File: config.mk
export PLATFORM = sky130hd
export DESIGN_NAME = demux_route_flat
export DESIGN_NICKNAME = d
export VERILOG_FILES = /design/src/rtl/demux_route_if.sv /design/src/rtl/demux_route.sv /design/src/flat_wrapper.sv
export SDC_FILE = /design/constraint.sdc
export NUM_CORES = 1
export LEC_CHECK = 0
export ABC_AREA = 0
export CAP_MARGIN = 20
export CELL_PAD_IN_SITES_DETAIL_PLACEMENT = 0
export CELL_PAD_IN_SITES_GLOBAL_PLACEMENT = 1
export CORE_MARGIN = 1.5
export CORE_UTILIZATION = 34
export DETAILED_ROUTE_END_ITERATION = 12
export MAX_ROUTING_LAYER = met4
export PLACE_DENSITY = 0.79
export SYNTH_ARGS = -nofsm -noshare
export SYNTH_HDL_FRONTEND = slang
export SYNTH_SLANG_ARGS = --single-unit
File: constraint.sdc
create_clock -name clk -period 1.95 [get_ports clk]
set_input_delay 0.2925 -clock clk [delete_from_list [all_inputs] [get_ports clk]]
set_output_delay 0.2925 -clock clk [all_outputs]
set_load 0.005 [all_outputs]
File: src/rtl/demux_route_if.sv
// Stream bundle for demux_route: one upstream port and two routed
// downstream ports (A and B).
//   in_valid/in_ready/in_data : upstream word handshake
//   sel_b1/sel_b2             : route select terms (B when both set)
//   out_a_* / out_b_*         : downstream stream ports
// Modports: slave = the router, master = whatever drives/observes it.
interface demux_route_if #(
  parameter int unsigned DATA_W = 8
);
  logic              in_valid;
  logic              in_ready;
  logic [DATA_W-1:0] in_data;
  logic              sel_b1;
  logic              sel_b2;
  logic              out_a_valid;
  logic              out_a_ready;
  logic [DATA_W-1:0] out_a_data;
  logic              out_b_valid;
  logic              out_b_ready;
  logic [DATA_W-1:0] out_b_data;

  modport slave (
    input  in_valid, in_data, sel_b1, sel_b2, out_a_ready, out_b_ready,
    output in_ready, out_a_valid, out_a_data, out_b_valid, out_b_data
  );

  modport master (
    output in_valid, in_data, sel_b1, sel_b2, out_a_ready, out_b_ready,
    input  in_ready, out_a_valid, out_a_data, out_b_valid, out_b_data
  );
endinterface

File: src/rtl/demux_route.sv
// demux_route: routes each upstream word to port B when sel_b1 & sel_b2,
// otherwise to port A. Each port owns a single-entry slot (EMPTY/FULL)
// that supports simultaneous drain and reload for 1 word/cycle/port.
// Ports:
//   clk       : clock, rising edge
//   areset_n  : asynchronous active-low reset
//   bus       : demux_route_if.slave stream bundle
//   cnt_a/b   : 8-bit wrapping delivered-word counters, present only when
//               DEMUX_ROUTE_CNT_EN is defined
// in_ready is combinational from the select terms and downstream readies.
module demux_route #(
  parameter int unsigned DATA_W = 8
) (
  input  logic                clk,
  input  logic                areset_n,
  demux_route_if.slave        bus
`ifdef DEMUX_ROUTE_CNT_EN
  ,
  output logic [7:0]          cnt_a,
  output logic [7:0]          cnt_b
`endif
);

  localparam int unsigned CNT_W = 8;

  localparam logic [0:0] SLOT_EMPTY = 1'b0;
  localparam logic [0:0] SLOT_FULL  = 1'b1;

  logic [0:0]        state_a_q, state_a_d;
  logic [0:0]        state_b_q, state_b_d;
  logic [DATA_W-1:0] data_a_q,  data_a_d;
  logic [DATA_W-1:0] data_b_q,  data_b_d;

  logic dest_b_c;
  logic in_ready_c;
  logic load_a_c, load_b_c;
  logic drain_a_c, drain_b_c;

  // Handshake decode; a slot can take a word if empty or draining this cycle
  always_comb begin
    dest_b_c   = bus.sel_b1 & bus.sel_b2;
    drain_a_c  = (state_a_q == SLOT_FULL) & bus.out_a_ready;
    drain_b_c  = (state_b_q == SLOT_FULL) & bus.out_b_ready;
    in_ready_c = dest_b_c ? ((state_b_q == SLOT_EMPTY) | bus.out_b_ready)
                          : ((state_a_q == SLOT_EMPTY) | bus.out_a_ready);
    load_a_c   = bus.in_valid & in_ready_c & ~dest_b_c;
    load_b_c   = bus.in_valid & in_ready_c &  dest_b_c;
  end

  // Slot next-state: load wins over drain so a same-cycle refill stays FULL
  always_comb begin
    state_a_d = state_a_q;
    state_b_d = state_b_q;
    data_a_d  = data_a_q;
    data_b_d  = data_b_q;

    case (state_a_q)
      SLOT_EMPTY: if (load_a_c) state_a_d = SLOT_FULL;
      SLOT_FULL:  if (!load_a_c && drain_a_c) state_a_d = SLOT_EMPTY;
      default:    state_a_d = SLOT_EMPTY;
    endcase
    if (load_a_c) data_a_d = bus.in_data;

    case (state_b_q)
      SLOT_EMPTY: if (load_b_c) state_b_d = SLOT_FULL;
      SLOT_FULL:  if (!load_b_c && drain_b_c) state_b_d = SLOT_EMPTY;
      default:    state_b_d = SLOT_EMPTY;
    endcase
    if (load_b_c) data_b_d = bus.in_data;
  end

  // Slot state and payload registers; EMPTY slots keep their last payload
  always_ff @(posedge clk or negedge areset_n) begin
    if (!areset_n) begin
      state_a_q <= SLOT_EMPTY;
      state_b_q <= SLOT_EMPTY;
      data_a_q  <= '0;
      data_b_q  <= '0;
    end else begin
      state_a_q <= state_a_d;
      state_b_q <= state_b_d;
      data_a_q  <= data_a_d;
      data_b_q  <= data_b_d;
    end
  end

  assign bus.in_ready    = in_ready_c;
  assign bus.out_a_valid = (state_a_q == SLOT_FULL);
  assign bus.out_a_data  = data_a_q;
  assign bus.out_b_valid = (state_b_q == SLOT_FULL);
  assign bus.out_b_data  = data_b_q;

`ifdef DEMUX_ROUTE_CNT_EN
  logic [CNT_W-1:0] cnt_a_q, cnt_a_d;
  logic [CNT_W-1:0] cnt_b_q, cnt_b_d;

  // Delivered-word counters, free-running wrap
  always_comb begin
    cnt_a_d = cnt_a_q;
    cnt_b_d = cnt_b_q;
    if (drain_a_c) cnt_a_d = cnt_a_q + CNT_W'(1);
    if (drain_b_c) cnt_b_d = cnt_b_q + CNT_W'(1);
  end

  always_ff @(posedge clk or negedge areset_n) begin
    if (!areset_n) begin
      cnt_a_q <= '0;
      cnt_b_q <= '0;
    end else begin
      cnt_a_q <= cnt_a_d;
      cnt_b_q <= cnt_b_d;
    end
  end

  assign cnt_a = cnt_a_q;
  assign cnt_b = cnt_b_q;
`endif

endmodule

File: src/flat_wrapper.sv
// flat-port wrapper written by rule: the top's interface ports become plain ports
module demux_route_flat 
#(
  parameter int unsigned DATA_W = 8
)
  (clk, areset_n, bus_in_valid, bus_in_data, bus_sel_b1, bus_sel_b2, bus_out_a_ready, bus_out_b_ready, bus_in_ready, bus_out_a_valid, bus_out_a_data, bus_out_b_valid, bus_out_b_data);
  demux_route_if #(.DATA_W(DATA_W)) bus_i ();
  input  logic clk;
  input  logic areset_n;
  input wire logic [$bits(bus_i.in_valid)-1:0] bus_in_valid;
  input wire logic [$bits(bus_i.in_data)-1:0] bus_in_data;
  input wire logic [$bits(bus_i.sel_b1)-1:0] bus_sel_b1;
  input wire logic [$bits(bus_i.sel_b2)-1:0] bus_sel_b2;
  input wire logic [$bits(bus_i.out_a_ready)-1:0] bus_out_a_ready;
  input wire logic [$bits(bus_i.out_b_ready)-1:0] bus_out_b_ready;
  output wire logic [$bits(bus_i.in_ready)-1:0] bus_in_ready;
  output wire logic [$bits(bus_i.out_a_valid)-1:0] bus_out_a_valid;
  output wire logic [$bits(bus_i.out_a_data)-1:0] bus_out_a_data;
  output wire logic [$bits(bus_i.out_b_valid)-1:0] bus_out_b_valid;
  output wire logic [$bits(bus_i.out_b_data)-1:0] bus_out_b_data;
  assign bus_i.in_valid = bus_in_valid;
  assign bus_i.in_data = bus_in_data;
  assign bus_i.sel_b1 = bus_sel_b1;
  assign bus_i.sel_b2 = bus_sel_b2;
  assign bus_i.out_a_ready = bus_out_a_ready;
  assign bus_i.out_b_ready = bus_out_b_ready;
  assign bus_in_ready = bus_i.in_ready;
  assign bus_out_a_valid = bus_i.out_a_valid;
  assign bus_out_a_data = bus_i.out_a_data;
  assign bus_out_b_valid = bus_i.out_b_valid;
  assign bus_out_b_data = bus_i.out_b_data;
  demux_route #(.DATA_W(DATA_W)) u_core (.clk(clk), .areset_n(areset_n), .bus(bus_i));
endmodule
# == Word level (Yosys, flattened, before mapping) ==
# Index checks and enable logic that the tools add are counted.
# totals
ff_bits,18
input_bits,15
output_inout_bits,19
wordCells,26
# op_classes
mux,7
bitwise_logic,11
reduce_logical,4
# ops
op,n
1-bit AND,6
1-bit two-way mux,5
1-bit case mux with 2 select lines,2
1-bit NOT,3
1-bit logical AND,2
1-bit logical NOT,2
1-bit bitwise OR,2

# == Longest topological paths before layout ==
# Gate-level depths: netlist (run 1).
# logic_depth
depth_word,9
ltp_mapped,4
ltp_nobuf,3

# == Worst setup path before layout (run 1) ==
# No wires, ideal clock.
# synth_timing
kind,reg-to-reg
startpoint,register u_core.state_b_q (netlist: u_core.bus.out_b_valid)
endpoint,register u_core.data_b_q[0] (netlist: u_core.bus.out_b_data[0])
setup_time_ns,0.125
arrival_time_ns,1.040
t_required_ns,1.825
slack_ns,0.784
path_stages_with_launch,5
n_path_buf,1
period_less_slack_ns,1.166
cell_sequence,dfrtp_1 nand2b_4 nor2b_4 buf_6 mux2_4
# synth_via
elab_chain_len,5
# synth_lines
element,line,rtl
"start, declared",demux_route.sv:30,"logic [0:0] state_b_q, state_b_d;"
"start signal, assigned",demux_route.sv:81,state_b_q <= state_b_d;
1-bit NOT,demux_route.sv:44,in_ready_c = dest_b_c ? ((state_b_q == SLOT_EMPTY) | bus.out_b_ready)
1-bit bitwise OR,demux_route.sv:44,
1-bit two-way mux,demux_route.sv:44,
1-bit AND (2 in a row),demux_route.sv:47,load_b_c = bus.in_valid & in_ready_c & dest_b_c;
"end signal, assigned",demux_route.sv:83,data_b_q <= data_b_d;
"end, declared",demux_route.sv:32,"logic [DATA_W-1:0] data_b_q, data_b_d;"
# Every way passes these cells.
# A chain may end at the register's enable or synchronous reset.

# == Worst setup path in the final report (run 1) ==
# layout_timing
startpoint,input port bus_out_a_ready
endpoint,output port bus_in_ready
# layout_via
elab_chain_len,2
# layout_lines
element,line,rtl
"start, declared",flat_wrapper.sv:14,input wire logic [$bits(bus_i.out_a_ready)-1:0] bus_out_a_ready;
1-bit bitwise OR,demux_route.sv:45,: ((state_a_q == SLOT_EMPTY) | bus.out_a_ready);
1-bit two-way mux,demux_route.sv:44,
"end, declared",flat_wrapper.sv:16,output wire logic [$bits(bus_i.in_ready)-1:0] bus_in_ready;
# Every way passes these cells.

==> flow_summary_export.csv, run 1 <==
group,metric,value,unit
status,status,"finished, final reports clean",
clock_network,cts-buffers-inserted,3,
route,wl_per_cell,12.52,um
route,first_iter_violations,1,
die,ios,34,
synthesis,synth.distinct_cells,9,
synthesis,syn_nets,59,
synthesis,ys_top_cells_by_count,"dfrtp_1, mux2_2, mux2_4",
global_route,grtUsageTotal,13.30,%
cells_and_area,fin_area,1149,um2
synthesis,ys_ff_latch,18,
route,wirelength,1352,um
synthesis,synth_area_leader_cell,"dfrtp_1",
sta,final_hold_viol_count,0,
die,start_util,37.13,%
power,vdd_drop_max,0.5574,mV
synthesis,synth_top_area_share,60.00,%
worst_setup_path,worstPathRequired,1660,ps
worst_setup_path,worstPathArrival,1550,ps
worst_setup_path,cp-start-kind,"primary input",
placed_design,gp_congestion,0.6057,
clock_network,ctsHoldBuffers,0,
synthesis,postSynthCellCount,44,
global_route,grt_overflow,0,
sta,relSlewSlack,76.08,%
power,leakage,0.5152,nW
clock_network,clkSinkCount,18,
synthesis,synth_seq_area_share,60.00,%
worst_setup_path,max_stage_delay,440,ps
sta,fin_crit,1839,ps
sta,slew_viol_final,0,
sta,fin_skew,0.6788,ps
synthesis,syn-cell-area,750.7,um2
route,post_drt_via_cell_ratio,4.583,
placed_design,portBuffers,33,
route,drt_first_pass_iters,2,
synthesis,async_flop_share,100.0,%
clock_network,clockBufferDepth,2,
worst_setup_path,path_max_fanout,2,
worst_setup_path,critPathTopFamily,"buffers and inverters",
global_route,grt_pass1_vias,529,
synthesis,synth.most_common_cell,"dfrtp_1",
cells_and_area,drive_above_1_share,34.57,%
synthesis,synth_flop_cell,"dfrtp_1",
die,die_h,49.99,um
worst_setup_path,cp_num_buf_inv,2,
cells_and_area,nets,98,
clock_network,post_cts_buffers,0,
synthesis,synth_top_cells_by_area,"dfrtp_1, mux2_4, mux2_2",
sta,setup_violations,0,
sta,tns,0,ps
route,vias,495,
clock_network,tritoncts,"yes",
die,die-width,49.99,um
run,cap_violations,0,
worst_setup_path,cp_cell_sequence,"clkdlybuf4s50_1 > nand2b_2 > mux2_2 > clkdlybuf4s50_1",
route,drc,0,
clock_network,clock_latency,280,ps
worst_setup_path,slowest_stage,"clkdlybuf4s50_1",
global_route,grt_pass1_wl,2339,um
power,p_per_area,828.5,nW/um2
worst_hold_path,min_path_type,"in -> async",
die,coreArea,2022,um2
clock_network,cts_resized,0,
route,antenna_left,0,
sta,rsz0062_at_grt,"false",
worst_setup_path,end_kind,"output port",
cells_and_area,syn_to_final_growth,53.00,%
clock_network,cts-root-buf,"clkbuf_4",
synthesis,yosys_warnings,0,
synthesis,syn_avg_cell_area,17.06,um2
clock_network,htree_levels,1,
cells_and_area,antenna_cells,0,
die,rows,16,
worst_setup_path,cp_common_cell,"clkdlybuf4s50_1",
worst_setup_path,critical_path_class,"in -> out",
clock_network,path_clk_slew,90,ps
global_route,grt_max_degree,19,
sta,max_freq,543.9,MHz
sta,timing.final.crit_share,94.29,%
global_route,antenna_found_initial,0,
die,dieArea,2499,um2
placed_design,dpl_cell_area,1119,um2
cells_and_area,final_core_util,56.81,%
synthesis,synth_edf_count,0,
placed_design,place_hpwl,1038,um
sta,tightest_slew,358.0,ps
[per-layer routing]
layer / share of wire (%) / vias up / global-route usage, % / wire [um]
met4: 1.1 / 0 / 5.556 / 15
met1: 45 / 239 / 14.31 / 607
li1: - / 232 / - / -
met3: 7.2 / 2 / 6.061 / 98
met2: 47 / 22 / 21.05 / 630
met5: 0 / - / - / 0
[kinds of logic (layout without fill, tap and decap cells)]
logic type	count (synthesis)	after routing	share of synthesized area, %
multiplexers	17	17	29.50
buffers and inverters	1	38	1.500
AND/OR/NAND/NOR	8	8	8.999
flip-flops	18	18	60.00
[worst paths after layout]
path                                          start                       end  slack (ps)  depth (start not counted)
min in group clk                         bus_sel_b2    u_core.bus.out_b_valid         350                          3
min reg2reg                u_core.bus.out_a_data[0]  u_core.bus.out_a_data[0]         520                          1
max reg2reg                  u_core.bus.out_b_valid  u_core.bus.out_b_data[1]         660                          3
max                                 bus_out_a_ready              bus_in_ready         110                          4
max in group asynchronous                  areset_n  u_core.bus.out_a_data[5]        1440                          2
min                                        areset_n  u_core.bus.out_b_data[7]         330                          2
[power by group]
part | total [mW] | switching (mW) | internal [mW]
logic | 0.301 | 0.0770 | 0.224
clock network | 0.170 | 0.0980 | 0.0716
registers | 0.481 | 0.0383 | 0.443
[layout by cell type, fill, tap and decap left out]
master | synthesis | layout
buf_4 | 0 | 2
nand2_2 | 0 | 1
clkbuf_4 | 0 | 3
nor2b_4 | 1 | 1
mux2_4 | 8 | 8
dfrtp_1 | 18 | 18
nand2b_4 | 1 | 1
nand3_2 | 2 | 2
nand2b_2 | 1 | 1
nand2_1 | 3 | 2
dlymetal6s2s_1 | 0 | 2
clkdlybuf4s50_1 | 0 | 31
mux2_2 | 9 | 9
[state kept, by name, summed over array words and instances, names as in the netlist]
register,cells
u_core.bus.out_b_valid,1
u_core.bus.out_a_data,8
u_core.bus.out_b_data,8
u_core.bus.out_a_valid,1
[layout make-up]
type | instances | area [um2]
sequential | 18 | 450.4
multi-input combinational | 25 | 291.5
clock buffer | 3 | 22.52
timing repair buffer | 35 | 350.3
fill | 176 | 873.3
tap | 27 | 33.78
[worst register-to-register path: stages (launching register included)]
cell	delay, ps
dfrtp_1	410
nand2b_4	80
nor2b_4	350
mux2_4	340
[stage by stage]
step | cells | setup slack, ps | hold slack, ps | power [mW]
after detailed placement | 105 | 36.01 | 496.2 | 0.7950
after global routing | 108 | 51.84 | 331.7 | 1.014
after CTS | 108 | 30.16 | 318.5 | 0.9736
after global placement | 105 | 48.94 | 489.4 | 0.7904
after floorplan | 44 | 784.4 | -3.091 | 0.5948
final | 108 | 111.4 | 325.5 | 0.9516
Note: power is estimated with default switching activity, not from simulation.
==> run 2: changes to the inputs <==
--- a/config.mk
+++ b/config.mk
@@ -14,6 +14,7 @@
 export DETAILED_ROUTE_END_ITERATION = 12
 export MAX_ROUTING_LAYER = met4
 export PLACE_DENSITY = 0.79
+export RECOVER_POWER = 100
 export SYNTH_ARGS = -nofsm -noshare
 export SYNTH_HDL_FRONTEND = slang
 export SYNTH_SLANG_ARGS = --single-unit
==> flow_summary_export.csv, run 2 (synthesized netlist as in run 1, its figures left out) <==
group,metric,value,unit
cells_and_area,syn_to_final_growth,47.17,%
clock_network,post_cts_buffers,0,
route,wl_met3,94,um
route,vias,494,
route,first_iter_violations,0,
global_route,grt_max_degree,19,
cells_and_area,antenna_cells,0,
sta,final_hold_viol_count,0,
placed_design,portBuffers,33,
route,routed-wl-met2,652,um
cells_and_area,drive_above_1_share,22.22,%
worst_setup_path,cp-start-kind,"primary input",
power,vdd_drop_max,0.5476,mV
sta,timing.final.crit_share,94.27,%
die,ios,34,
clock_network,tritoncts,"yes",
cells_and_area,nets,98,
worst_setup_path,worstPathRequired,1660,ps
clock_network,ctsHoldBuffers,0,
die,die-width,49.99,um
sta,tns,0,ps
worst_setup_path,critical_path_class,"in -> out",
clock_network,cts-buffers-inserted,3,
run,cap_violations,0,
sta,setup_violations,0,
power,leakage,0.4920,nW
placed_design,pre_cts_ws,36.01,ps
route,wl_per_cell,12.51,um
route,drc,0,
global_route,grt_overflow,0,
sta,fin_skew,0.8305,ps
die,coreArea,2022,um2
global_route,grt_pass1_wl,2339,um
clock_network,cts-root-buf,"clkbuf_4",
worst_setup_path,worstPathArrival,1550,ps
route,wl_met1,592,um
global_route,grtUsageTotal,13.30,%
status,status,"finished, final reports clean",
sta,slew_viol_final,0,
power,p_per_area,808.9,nW/um2
die,dieArea,2499,um2
power,power,0.8937,mW
placed_design,gp_congestion,0.6057,
die,rows,16,
sta,rsz0062_at_grt,"false",
sta,relSlewSlack,39.13,%
route,drt_first_pass_iters,1,
clock_network,htree_levels,1,
placed_design,place_hpwl,1038,um
worst_setup_path,path_max_fanout,2,
sta,setup_slack,111.7,ps
clock_network,clock_latency,280,ps
die,start_util,37.13,%
die,die_h,49.99,um
route,wirelength,1351,um
sta,tightest_slew,913.1,ps
cells_and_area,layout_common_cells,"dlygate4sd3_1, dfrtp_1, clkdlybuf4s50_1",
worst_setup_path,end_kind,"output port",
route,highest_layer,"met4",
sta,max_freq,544.0,MHz
sta,holdWs,331.6,ps
global_route,grt_pass1_vias,529,
sta,fin_crit,1838,ps
clock_network,path_clk_slew,90,ps
global_route,antenna_found_initial,0,
cells_and_area,layout_commonest_cell,"dlygate4sd3_1",
route,antenna_left,0,
route,post_drt_via_cell_ratio,4.574,
worst_hold_path,min_path_type,"in -> reg",
clock_network,clockBufferDepth,2,
clock_network,clkSinkCount,18,
==> run 2: changes by cell type in the layout (fill, tap and decap cells not counted), sizes merged <==
| cell | delta |
|---|---|
| clkdlybuf4s50 | -19 |
| buf | -2 |
| clkbuf | +2 |
| dlygate4sd3 | +19 |
==> run 2: path summary, 6_finish.rpt <==
kind                                            endpoint                      from  cells after the start  slack [ps]
worst max-delay path                        bus_in_ready           bus_out_a_ready                      4         110
worst min-delay path              u_core.bus.out_b_valid                bus_sel_b2                      3         330
worst max register to register  u_core.bus.out_b_data[1]    u_core.bus.out_b_valid                      3         280
worst min register to register  u_core.bus.out_b_data[0]  u_core.bus.out_b_data[0]                      1         490
max in group asynchronous       u_core.bus.out_a_data[5]                  areset_n                      2         750
min in group asynchronous       u_core.bus.out_a_data[4]                  areset_n                      2         650
==> run 2: through the flow <==
stage	cells	cell area [um2]	utilization (%)
5_1_grt	108	1105	54.64
3_3_place_gp	105	1119	55.32
4_1_cts	108	1141	56.44
3_5_place_dp	105	1119	55.32
6_report	108	1105	54.64
2_1_floorplan	44	750.7	-
==> run 2: power breakdown <==
part / internal, mW / switching (mW)
clock: 0.0716 / 0.0984
combinational: 0.174 / 0.0743
sequential: 0.442 / 0.0333
==> run 2: critical path, stage by stage <==
cell,delay [ps]
clkdlybuf4s50_1,390
nand2b_2,170
mux2_2,260
clkdlybuf4s50_1,440
==> run 2: timing repair <==
item / in CTS / in global routing
endpoints found under the hold margin: 0 / 0
resized for setup: 0 / 3
endpoints found under the setup margin: 0 / 1
==> run 2: final cells by class <==
class	count	area (um2)
fill	182	917.1
multi-input combinational	25	251.5
sequential	18	450.4
clock buffer	3	22.52
tap	27	33.78
timing repair buffer	35	346.6
==> run 2: metal layers <==
| layer | vias up | GRT usage, % |
|---|---|---|
| li1 | 233 | - |
| met1 | 237 | 14.31 |
| met2 | 22 | 21.05 |
| met3 | 2 | 6.061 |
| met4 | 0 | 5.556 |
| met5 | - | - |
==> run 3: changes to the inputs <==
--- a/config.mk
+++ b/config.mk
@@ -11,6 +11,7 @@
 export CELL_PAD_IN_SITES_GLOBAL_PLACEMENT = 1
 export CORE_MARGIN = 1.5
 export CORE_UTILIZATION = 34
+export CTS_CLUSTER_SIZE = 14
 export DETAILED_ROUTE_END_ITERATION = 12
 export MAX_ROUTING_LAYER = met4
 export PLACE_DENSITY = 0.79
==> results of run 3 <==
Final layout, timing and power as in run 2 (identical DEF).
